File: config.mk
export PLATFORM = sky130hd
export DESIGN_NAME = fpu_wrapper
export DESIGN_NICKNAME = d
export VERILOG_FILES = /design/src/rtl/fpu_pkg.sv /design/src/rtl/fpu_round_pack.sv /design/src/rtl/fpu_wrapper.sv
export SDC_FILE = /design/constraint.sdc
export NUM_CORES = 2
export LEC_CHECK = 0
export BUFFER_PORTS_ARGS = -buffer_cell sky130_fd_sc_hd__buf_2
export CELL_PAD_IN_SITES_DETAIL_PLACEMENT = 0
export CELL_PAD_IN_SITES_GLOBAL_PLACEMENT = 1
export CORE_MARGIN = 2
export CORE_UTILIZATION = 50
export DETAILED_ROUTE_END_ITERATION = 8
export GPL_TIMING_DRIVEN = 0
export PLACE_DENSITY = 0.91
export SETUP_SLACK_MARGIN = 0.05
export SYNTH_ARGS = -nofsm -noshare
export SYNTH_HDL_FRONTEND = slang
export SYNTH_SLANG_ARGS = --single-unit
File: constraint.sdc
create_clock -name clock -period 20.1 [get_ports clock]
set_input_delay 1.005 -clock clock [delete_from_list [all_inputs] [get_ports clock]]
set_output_delay 1.005 -clock clock [all_outputs]
set_load 0.02 [all_outputs]
File: src/rtl/fpu_pkg.sv
// fpu_pkg: shared types, constants and helpers for the binary32 arithmetic unit
package fpu_pkg;
  typedef enum logic [2:0] {OP_ADD = 3'b000, OP_SUB = 3'b001, OP_MUL = 3'b010} op_e;
  typedef enum logic [1:0] {IDLE, UNPACK, COMPUTE, ROUND} state_e;
  localparam int EXP_BIAS = 127;
  localparam logic [31:0] CANON_NAN = 32'h7FC00000;
  localparam logic [31:0] POS_INF = 32'h7F800000;
  typedef struct packed {
    logic        sign;
    logic [9:0]  exp;
    logic [23:0] mant;
    logic        is_zero;
    logic        is_inf;
    logic        is_nan;
  } ufloat_t;
  // Subnormals get effective exponent 1 and no hidden bit, so {exp, mant} orders by magnitude
  function automatic ufloat_t unpack(input logic [31:0] x);
    ufloat_t u;
    u.sign = x[31];
    u.exp = |x[30:23] ? {2'b0, x[30:23]} : 10'd1;
    u.mant = {|x[30:23], x[22:0]};
    u.is_zero = x[30:0] == 31'd0;
    u.is_inf = &x[30:23] && x[22:0] == 23'd0;
    u.is_nan = &x[30:23] && |x[22:0];
    return u;
  endfunction
  function automatic logic [5:0] lzc48(input logic [47:0] v);
    logic [5:0] n;
    n = 6'd48;
    for (int i = 0; i < 48; i++) if (v[i]) n = 6'(47 - i);
    return n;
  endfunction
endpackage

File: src/rtl/fpu_round_pack.sv
// fpu_round_pack: round-to-nearest-even and binary32 packing of a normalized value
module fpu_round_pack (
  input  logic               sign,
  input  logic signed [11:0] exp,
  input  logic [23:0]        mant,
  input  logic               g,
  input  logic               r,
  input  logic               s,
  output logic [31:0]        res
);
  logic [24:0] sum;
  logic signed [11:0] e;
  // exp is 1 with mant[23]=0 for subnormals; a rounding carry into bit 23 promotes naturally
  always_comb begin
    sum = {1'b0, mant} + {24'b0, g & (r | s | mant[0])};
    e = sum[24] ? exp + 12'sd1 : exp;
    res = e >= 12'sd255 ? {sign, 8'hFF, 23'b0}
      : {sign, sum[24] | sum[23] ? e[7:0] : 8'h00, sum[24] ? sum[23:1] : sum[22:0]};
  end
endmodule

File: src/rtl/fpu_wrapper.sv
// fpu_wrapper: multi-cycle binary32 add/sub/mul with RNE rounding and a start/done handshake
module fpu_wrapper
  import fpu_pkg::*;
#(
  parameter int DATA_WIDTH = 32
) (
  input  logic                  clock,
  input  logic                  reset,
  input  logic                  start,
  input  logic [2:0]            op,
  input  logic [DATA_WIDTH-1:0] a,
  input  logic [DATA_WIDTH-1:0] b,
  output logic [DATA_WIDTH-1:0] result,
  output logic                  done
);
  state_e state, state_d;
  logic ld_op, ld_un, ld_cp, fin;
  logic [DATA_WIDTH-1:0] a_q, b_q;
  logic [2:0] op_q;
  ufloat_t ua, ub;
  logic swap, xs, ys, as;
  logic [9:0] xe, ye, d, nsh;
  logic [23:0] xm, ym;
  logic [4:0] ash;
  logic [50:0] ysh;
  logic [26:0] y27, an;
  logic [27:0] sum;
  logic [5:0] alz, mlz, lsh;
  logic signed [11:0] ae, e0, mel, me;
  logic [47:0] p;
  logic [6:0] rsh;
  logic [95:0] mrs;
  logic is_mul, bad_op, any_inf, any_zero, spec;
  logic [31:0] spec_val;
  logic c_sign, c_g, c_r, c_s, c_spec;
  logic signed [11:0] c_exp;
  logic [23:0] c_mant;
  logic [31:0] c_val, rp_res;
  always_ff @(posedge clock or negedge reset)
    if (!reset) state <= IDLE;
    else state <= state_d;
  // The done cycle is already IDLE, so start is masked there to keep it ignored
  always_comb
    state_d = state == IDLE ? (start && !done ? UNPACK : IDLE)
      : state == UNPACK ? COMPUTE : state == COMPUTE ? ROUND : IDLE;
  always_comb begin
    ld_op = state == IDLE && start && !done;
    ld_un = state == UNPACK;
    ld_cp = state == COMPUTE;
    fin = state == ROUND;
  end
  // Add/sub: larger magnitude in x, y aligned with sticky, then leading-zero normalize
  always_comb begin
    swap = {ub.exp, ub.mant} > {ua.exp, ua.mant};
    xs = swap ? ub.sign : ua.sign;
    xe = swap ? ub.exp : ua.exp;
    xm = swap ? ub.mant : ua.mant;
    ys = swap ? ua.sign : ub.sign;
    ye = swap ? ua.exp : ub.exp;
    ym = swap ? ua.mant : ub.mant;
    d = xe - ye;
    ash = d > 10'd27 ? 5'd27 : d[4:0];
    ysh = {ym, 27'b0} >> ash;
    y27 = {ysh[50:25], ysh[24] | (|ysh[23:0])};
    sum = xs == ys ? {1'b0, xm, 3'b0} + {1'b0, y27} : {1'b0, xm, 3'b0} - {1'b0, y27};
    alz = lzc48({sum[26:0], 21'b0});
    nsh = {4'b0, alz} < xe - 10'd1 ? {4'b0, alz} : xe - 10'd1;
    an = sum[27] ? {sum[27:2], sum[1] | sum[0]} : sum[26:0] << nsh;
    ae = sum[27] ? 12'(xe) + 12'sd1 : 12'(xe - nsh);
    as = sum == 28'd0 ? xs & ys : xs;
  end
  // Mul: normalize the product left, or right into the subnormal range when e0 < 1
  always_comb begin
    p = 48'(ua.mant) * 48'(ub.mant);
    mlz = lzc48(p);
    e0 = $signed(12'(ua.exp)) + $signed(12'(ub.exp)) - $signed(12'(EXP_BIAS - 1));
    mel = e0 - $signed({6'b0, mlz});
    lsh = mel >= 12'sd1 ? mlz : e0 >= 12'sd1 ? 6'(e0 - 12'sd1) : 6'd0;
    rsh = e0 >= 12'sd1 ? 7'd0 : 12'sd1 - e0 > 12'sd60 ? 7'd60 : 7'(12'sd1 - e0);
    mrs = {p << lsh, 48'b0} >> rsh;
    me = mel >= 12'sd1 ? mel : 12'sd1;
  end
  always_comb begin
    is_mul = op_q == OP_MUL;
    bad_op = !(is_mul || op_q == OP_ADD || op_q == OP_SUB);
    any_inf = ua.is_inf | ub.is_inf;
    any_zero = ua.is_zero | ub.is_zero;
    spec = bad_op | ua.is_nan | ub.is_nan | any_inf | (is_mul & any_zero);
    spec_val = bad_op | ua.is_nan | ub.is_nan ? CANON_NAN
      : is_mul ? (any_inf & any_zero ? CANON_NAN : {ua.sign ^ ub.sign, any_inf ? POS_INF[30:0] : 31'b0})
      : ua.is_inf & ub.is_inf & (ua.sign ^ ub.sign) ? CANON_NAN
      : {ua.is_inf ? ua.sign : ub.sign, POS_INF[30:0]};
  end
  fpu_round_pack u_round_pack (
    .sign(c_sign),
    .exp (c_exp),
    .mant(c_mant),
    .g   (c_g),
    .r   (c_r),
    .s   (c_s),
    .res (rp_res)
  );
  always_ff @(posedge clock or negedge reset)
    if (!reset) begin
      a_q <= '0;
      b_q <= '0;
      op_q <= '0;
      ua <= '0;
      ub <= '0;
      c_sign <= 1'b0;
      c_exp <= '0;
      c_mant <= '0;
      c_g <= 1'b0;
      c_r <= 1'b0;
      c_s <= 1'b0;
      c_spec <= 1'b0;
      c_val <= '0;
      result <= '0;
      done <= 1'b0;
    end else begin
      done <= fin;
      if (ld_op) begin
        a_q <= a;
        b_q <= b;
        op_q <= op;
      end
      if (ld_un) begin
        ua <= unpack(a_q);
        ub <= unpack(b_q ^ {op_q == OP_SUB, 31'b0});
      end
      if (ld_cp) begin
        c_sign <= is_mul ? ua.sign ^ ub.sign : as;
        c_exp <= is_mul ? me : ae;
        c_mant <= is_mul ? mrs[95:72] : an[26:3];
        c_g <= is_mul ? mrs[71] : an[2];
        c_r <= is_mul ? mrs[70] : an[1];
        c_s <= is_mul ? |mrs[69:0] : an[0];
        c_spec <= spec;
        c_val <= spec_val;
      end
      if (fin) result <= c_spec ? c_val : rp_res;
    end
endmodule

Word-level counts from Yosys, hierarchy flattened:

Cells that the tools add are included.

* output and inout bits: 33
* logic and storage cells: 217
* register bits after elaboration: 251
* input port bits: 70

* reductions and logical operators: 26
* bitwise logic cells: 19
* muxes and demuxes: 115
* add/sub/neg operators: 13
* shift operators: 4
* equal/unequal tests: 6
* multiply operators: 1
* magnitude comparators: 7

Operator list (number)
* $mux 6: 76
* $mux 32: 5
* $shr 96x7->96: 1
* $mux 24: 3
* $reduce_or 70->1: 1
* $logic_not 31->1: 2
* $mux 31: 2
* $shr 51x5->51: 1
* $mul 24x24->48: 1
* $mux 12: 4
* $shl 48x6->48: 1
* $logic_not 23->1: 2
* $reduce_or 23->1: 2
* $gt 34x34->1: 1
* $xor 32x32->32: 1
* $mux 10: 3
* $add 27x27->28: 1
* $logic_not 28->1: 1
* $mux 28: 1
* $sub 27x27->28: 1
* $mux 27: 1
* $shl 27x10->27: 1
* $add 24x1->25: 1
* $ge 12x2->1 const B: 2
* other kinds (36): 76

Depth between registers and ports, before layout:

* depth after elaboration: 56
* gate-level depth with buffers: 80
* gate-level depth less buffers: 65

Modules after synthesis:

From an unflattened synthesis, not the netlist that was laid out.

* cell total of the unflattened synthesis: 5692
* area, all modules: 45352.2 µm²

Modules (own cells, without submodules)
* fpu_wrapper: area each 44198.6 µm², times used 1, cells an instance 5511, sequential area each 5455.2 µm²
* fpu_round_pack: area each 1153.6 µm², times used 1, cells an instance 181, sequential area each 0.0 µm²

Worst setup path after synthesis:

OpenSTA, ideal clock, no wires.

* kind: flip-flop to flip-flop
* start point: register ua[16] (netlist name)
* end point: register c_exp[7]
* required time: 19.981 ns
* setup time: 0.119 ns
* buffers on the path: 13
* arrival: 15.159 ns
* slack: 4.822 ns
* stages on the path, launching flop included: 76
* period minus slack after synthesis: 15.278 ns
* cell sequence: dfrtp_1 clkbuf_1 inv_1 ha_1 and4_1 and2_1 a311o_1 o21a_1 o21ai_2 buf_2 buf_4 buf_6 clkbuf_1 clkbuf_1 clkbuf_1 a21oi_1 ha_1 and2_1 [... 40 more ...] clkbuf_1 nor3_1 a21o_1 inv_2 buf_2 buf_2 ha_1 nor2b_1 o21ai_0 nand2b_1 a21o_1 a21o_1 a21oi_1 o21a_1 o21ai_0 xnor2_1 o221ai_1 o21a_1

* longest elaborated chain between the ends: 42
* elaborated cells between the ends (all ways): 90
* those cells by class: add/sub: 7; mul: 1; order compare: 4; eq/ne: 1; shift: 1; mux: 74; bitwise: 1; reduce/logical: 1

RTL lines
* from (decl): RTL line fpu_wrapper.sv:20 `ufloat_t ua, ub;`
* from (signal assigned): RTL line fpu_wrapper.sv:128 `ua <= unpack(a_q);`
* $gt 34x34->1: RTL line fpu_wrapper.sv:54 `swap = {ub.exp, ub.mant} > {ua.exp, ua.mant};`
* $mux 10, on equally long branches: RTL line fpu_wrapper.sv:56, fpu_wrapper.sv:59
* $sub 10x10->10: RTL line fpu_wrapper.sv:61 `d = xe - ye;`
* $gt 10x5->1: RTL line fpu_wrapper.sv:62 `ash = d > 10'd27 ? 5'd27 : d[4:0];`
* $mux 5: RTL line fpu_wrapper.sv:62
* $shr 51x5->51: RTL line fpu_wrapper.sv:63 `ysh = {ym, 27'b0} >> ash;`
* $reduce_or 24->1: RTL line fpu_wrapper.sv:64 `y27 = {ysh[50:25], ysh[24] | (|ysh[23:0])};`
* $or 1x1->1: RTL line fpu_wrapper.sv:64
* $sub 27x27->28 or $add 27x27->28 (tied branches): RTL line fpu_wrapper.sv:65 `sum = xs == ys ? {1'b0, xm, 3'b0} + {1'b0, y27} : {1'b0, xm, 3'b0} - {1'b0, y27};`
* $mux 28: RTL line fpu_wrapper.sv:65
* $mux 6 (27 in a row): RTL line fpu_pkg.sv:30 `for (int i = 0; i < 48; i++) if (v[i]) n = 6'(47 - i);`
* $lt 6x10->1: RTL line fpu_wrapper.sv:67 `nsh = {4'b0, alz} < xe - 10'd1 ? {4'b0, alz} : xe - 10'd1;`
* $mux 10: RTL line fpu_wrapper.sv:67
* $sub 10x10->11: RTL line fpu_wrapper.sv:69 `ae = sum[27] ? 12'(xe) + 12'sd1 : 12'(xe - nsh);`
* $mux 12: RTL line fpu_wrapper.sv:69
* $mux 12 *: RTL line fpu_wrapper.sv:133 `c_exp <= is_mul ? me : ae;`
* to (signal assigned): RTL line fpu_wrapper.sv:133
* to (decl): RTL line fpu_wrapper.sv:36 `logic signed [11:0] c_exp;`

Mark *: on every way between the ends. The rest lies on a longest branch, timed or not.
A chain may end at the register's enable or synchronous reset.

Worst setup path in the final report:

* start point: register ub[16] (netlist name)
* end point: register c_s

* longest elaborated chain between the ends: 43
* elaborated cells between the ends (all ways): 93
* those cells by class: add/sub: 5; mul: 1; order compare: 4; eq/ne: 1; shift: 4; mux: 74; bitwise: 2; reduce/logical: 2

RTL lines
* from (decl): RTL line fpu_wrapper.sv:20
* from (signal assigned): RTL line fpu_wrapper.sv:129 `ub <= unpack(b_q ^ {op_q == OP_SUB, 31'b0});`
* $mul 24x24->48: RTL line fpu_wrapper.sv:74 `p = 48'(ua.mant) * 48'(ub.mant);`
* $mux 6 (35 in a row): RTL line fpu_pkg.sv:30
* $sub 12x7->12: RTL line fpu_wrapper.sv:77 `mel = e0 - $signed({6'b0, mlz});`
* $ge 12x2->1: RTL line fpu_wrapper.sv:78 `lsh = mel >= 12'sd1 ? mlz : e0 >= 12'sd1 ? 6'(e0 - 12'sd1) : 6'd0;`
* $mux 6: RTL line fpu_wrapper.sv:78
* $shl 48x6->48: RTL line fpu_wrapper.sv:80 `mrs = {p << lsh, 48'b0} >> rsh;`
* $shr 96x7->96: RTL line fpu_wrapper.sv:80
* $reduce_or 70->1: RTL line fpu_wrapper.sv:137 `c_s <= is_mul ? |mrs[69:0] : an[0];`
* $mux 1 *: RTL line fpu_wrapper.sv:137
* to (signal assigned): RTL line fpu_wrapper.sv:137
* to (decl): RTL line fpu_wrapper.sv:35 `logic c_sign, c_g, c_r, c_s, c_spec;`

Marked as above.

==> metrics.md <==
| Metric | Value |
|---|---|
| Status | finished, violations left |
| Failing checks | capacitance limit |
| Bufs and invs on worst path | 11 |
| Diodes inserted | 0 |
| Async S/R FF share, synth | 1.00 |
| Cell area after layout | 0.0510 sq mm |
| Critical path's slowest cell | a221oi_2 |
| Worst-path fanout max | 10 |
| Layout cell share with drive strength beyond 1 | 0.0787 |
| Final wirelength | 218,000 um |
| RR Endpoint | c_s |
| Wire length per cell | 28.9 um |
| EDFF count, synth | 0 |
| Worst Setup Path Type | reg2reg |
| Core footprint | 0.0949 sq mm |
| RSZ-0062 raised after global routing | false |
| Max Clk Rate | ~51 MHz |
| Hold Crit Class | in2async |
| Gr usage total | 0.435 |
| Commonest cells after routing, fill and taps aside | 744 x nand2_1, 725 x inv_1, 486 x fa_1 |
| Final ANT Viol Nets | 0 |
| Final-report hold violation count | 0 |
| Yosys Warn Count | 0 |
| Cell mode on critical path | fa_1 |
| Max-cap violations | 1 |
| Vias | about 50,000 |
| Largest net degree at the start of global routing | 99 |
| CTS Buf Count | 24 |
| CTS tree | yes |
| Register area share after synthesis | 0.114 |
| Synth-to-Final Area Change | 6.68% |
| CP Capture Type | flip-flop |
| Initial antenna violation count | 12 |
| Initial DRC Count | 6,952 |
| Area post-placement | 0.0500 sq mm |
| Vias in the first global route | 48,800 |
| Netlist cell types | 123 |
| Slew margin rel. | 0.00799 |
| Die X | 313 um |
| Min Tclk post-route | 19,760 ps |
| Synthesized Nets | 6,981 |
| Root buf cell | clkbuf_16 |
| Total grt overflow | 0 |
| Crit path arrival time | 20,190 ps |
| Cells after synthesis | 6,100 |
| Top_reg_cell synth | dfrtp_1 |
| Ports | around 100 |
| DRC Markers | 0 |
| CTS Hold Bufs | 0 |
| R2r startpoint | ub[16] |
| Most common cell after layout, fill and taps aside | nand2_1 |
| Worst Reg-to-Reg Cells | 59 |
| Post-Syn Area | 0.0478 sq mm |
| Worst setup SP type | flip-flop |
| Mean Syn Cell Area | approximately 7.8 sq um |
| HPWL Detailed | 176,000 um |
| Starting Density | 0.504 |
| Tcrit/Tclk final | 0.983 |
| Yosys reg bits | about 220 |
| Worst-Margin Slew | about 1500 ps |
| Final setup fails | 0 |
| R2r setup slk | 340 ps |
| Site row count | 113 |
| Routability cong. | 1.12 |
| Clock Path Buffers | 3 |
| First-pass GRT wire length | 320,000 um |
| CP endpoint | c_s |
| H-tree levels | 1 |
| Die H | 313 um |
| Clock Sinks | 218 |
| Crit path max-delay family | compound AO/OA/AOI/OAI gates |
| IO buf count | 102 |
| 1st-pass router iterations | 7 |
| Routed vias/inst | 6.70 |
| Fin. max-slew vios | 0 |
| Clk_lat worst skew | about 570 ps |
| Worst EP required | 20,530 ps |
| Max incr delay on CP | between 700 and 800 ps |
| Worst-path clk slew | ~70 ps |
| Stages on the worst setup path | slightly below 60 |
| Critical Path Source | ub[16] |
| Worst clock skew | 12.5 ps |
| Final-stage net count | 7,114 |
| Die area | 0.0982 sq mm |
==> worst min-delay path by stage <==
stage             from      end  slack, ps  cells past startpoint
2_1_floorplan  a_q[10]   ua[13]        470                      2
3_3_place_gp   a_q[31]  a_q[31]        500                      1
3_5_place_dp   a_q[31]  a_q[31]        500                      1
4_1_cts          reset   a_q[4]        310                      1
5_1_grt          reset   b_q[8]        310                      1
6_report         reset   a_q[8]        300                      1
==> final cells by class <==
class                      count  area, sq um
buffer                       396         1640
sequential                   218         5460
timing repair buffer         110          616
inverter                     736         2770
clock inverter                12          129
fill                        9229        43800
multi-input combinational   4747        38200
clock buffer                  31          668
tap                         1265         1580
==> Yosys cell counts, types with 21 or more instances <==
library cell | instances | share of area
a211oi_1 | 100 | 0.016
and2_1 | 190 | 0.025
o21ai_0 | 305 | 0.032
o21bai_1 | 28 | 0.0044
a22oi_1 | 27 | 0.0042
o221ai_1 | 27 | 0.0049
nor2_1 | 396 | 0.031
dfrtp_1 | 218 | 0.11
or3_1 | 30 | 0.0039
o31ai_1 | 49 | 0.0077
and3_1 | 50 | 0.0065
mux2i_1 | 99 | 0.021
a21oi_1 | 317 | 0.033
inv_1 | 725 | 0.057
o21a_1 | 37 | 0.0058
nand2b_1 | 40 | 0.0052
xnor2_1 | 70 | 0.013
buf_1 | 32 | 0.0025
a211o_1 | 21 | 0.0038
nor3_1 | 156 | 0.016
o211a_1 | 21 | 0.0044
a2111oi_0 | 24 | 0.0044
a31oi_1 | 58 | 0.0076
mux2_2 | 148 | 0.035
buf_2 | 24 | 0.0025
nand2_1 | 744 | 0.058
a21o_1 | 71 | 0.011
nor4_1 | 47 | 0.0061
ha_1 | 325 | 0.085
nand3_1 | 199 | 0.021
fa_1 | 486 | 0.20
clkbuf_1 | 326 | 0.026
o22ai_1 | 62 | 0.0081
a221oi_1 | 25 | 0.0046
xor2_1 | 45 | 0.0082
o211ai_1 | 93 | 0.015
nand4_1 | 56 | 0.0073
==> layer usage <==
metal	up-vias	GRT usage	wire [um]
met1	24500	0.590	85700
met5	-	0.00387	92
met2	3596	0.621	88000
met4	10	0.223	14300
li1	21500	-	-
met3	738	0.137	29500
==> registers in the layout, summed over array words and instances, names as in the netlist <==
name / count
a_q: 32
b_q: 32
c_exp: 12
c_g: 1
c_mant: 24
c_r: 1
c_s: 1
c_sign: 1
c_spec: 1
c_val: 3
done: 1
op_q: 3
result: 32
state: 2
ua: 36
ub: 36
==> metrics by stage <==
stage          hold slack (ps)   util  cells  worst slack, ps  setup TNS, ps
2_1_floorplan              466      -   6100             4820              0
3_3_place_gp               498  0.526   7467            -1810         -18890
3_5_place_dp               499  0.527   7473            -1190          -4970
4_1_cts                    310  0.536   7516            0.473              0
5_1_grt                    312  0.538   7515             32.0              0
6_report                   302  0.538   7515              343              0
==> what timing repair did <==
item                                    CTS  global route
pin swaps                                 0             1
endpoints found under the setup margin   24            39
setup buffers                             0             2
gates resized for setup                  10            79
==> cells by family (layout without fill, tap and decap cells) <==
kind of cell,Yosys count,count (layout),synth area share
xor+xnor,117,117,0.0217
simple gates,2023,2023,0.201
fa+ha+maj,811,811,0.288
mux,270,270,0.0656
buf+inv,1135,1285,0.0915
compound gates,1526,1526,0.218
flops,218,218,0.114
Power is not shown: default switching activity piles up to over one toggle a cycle in this logic, so the estimate is an artifact.
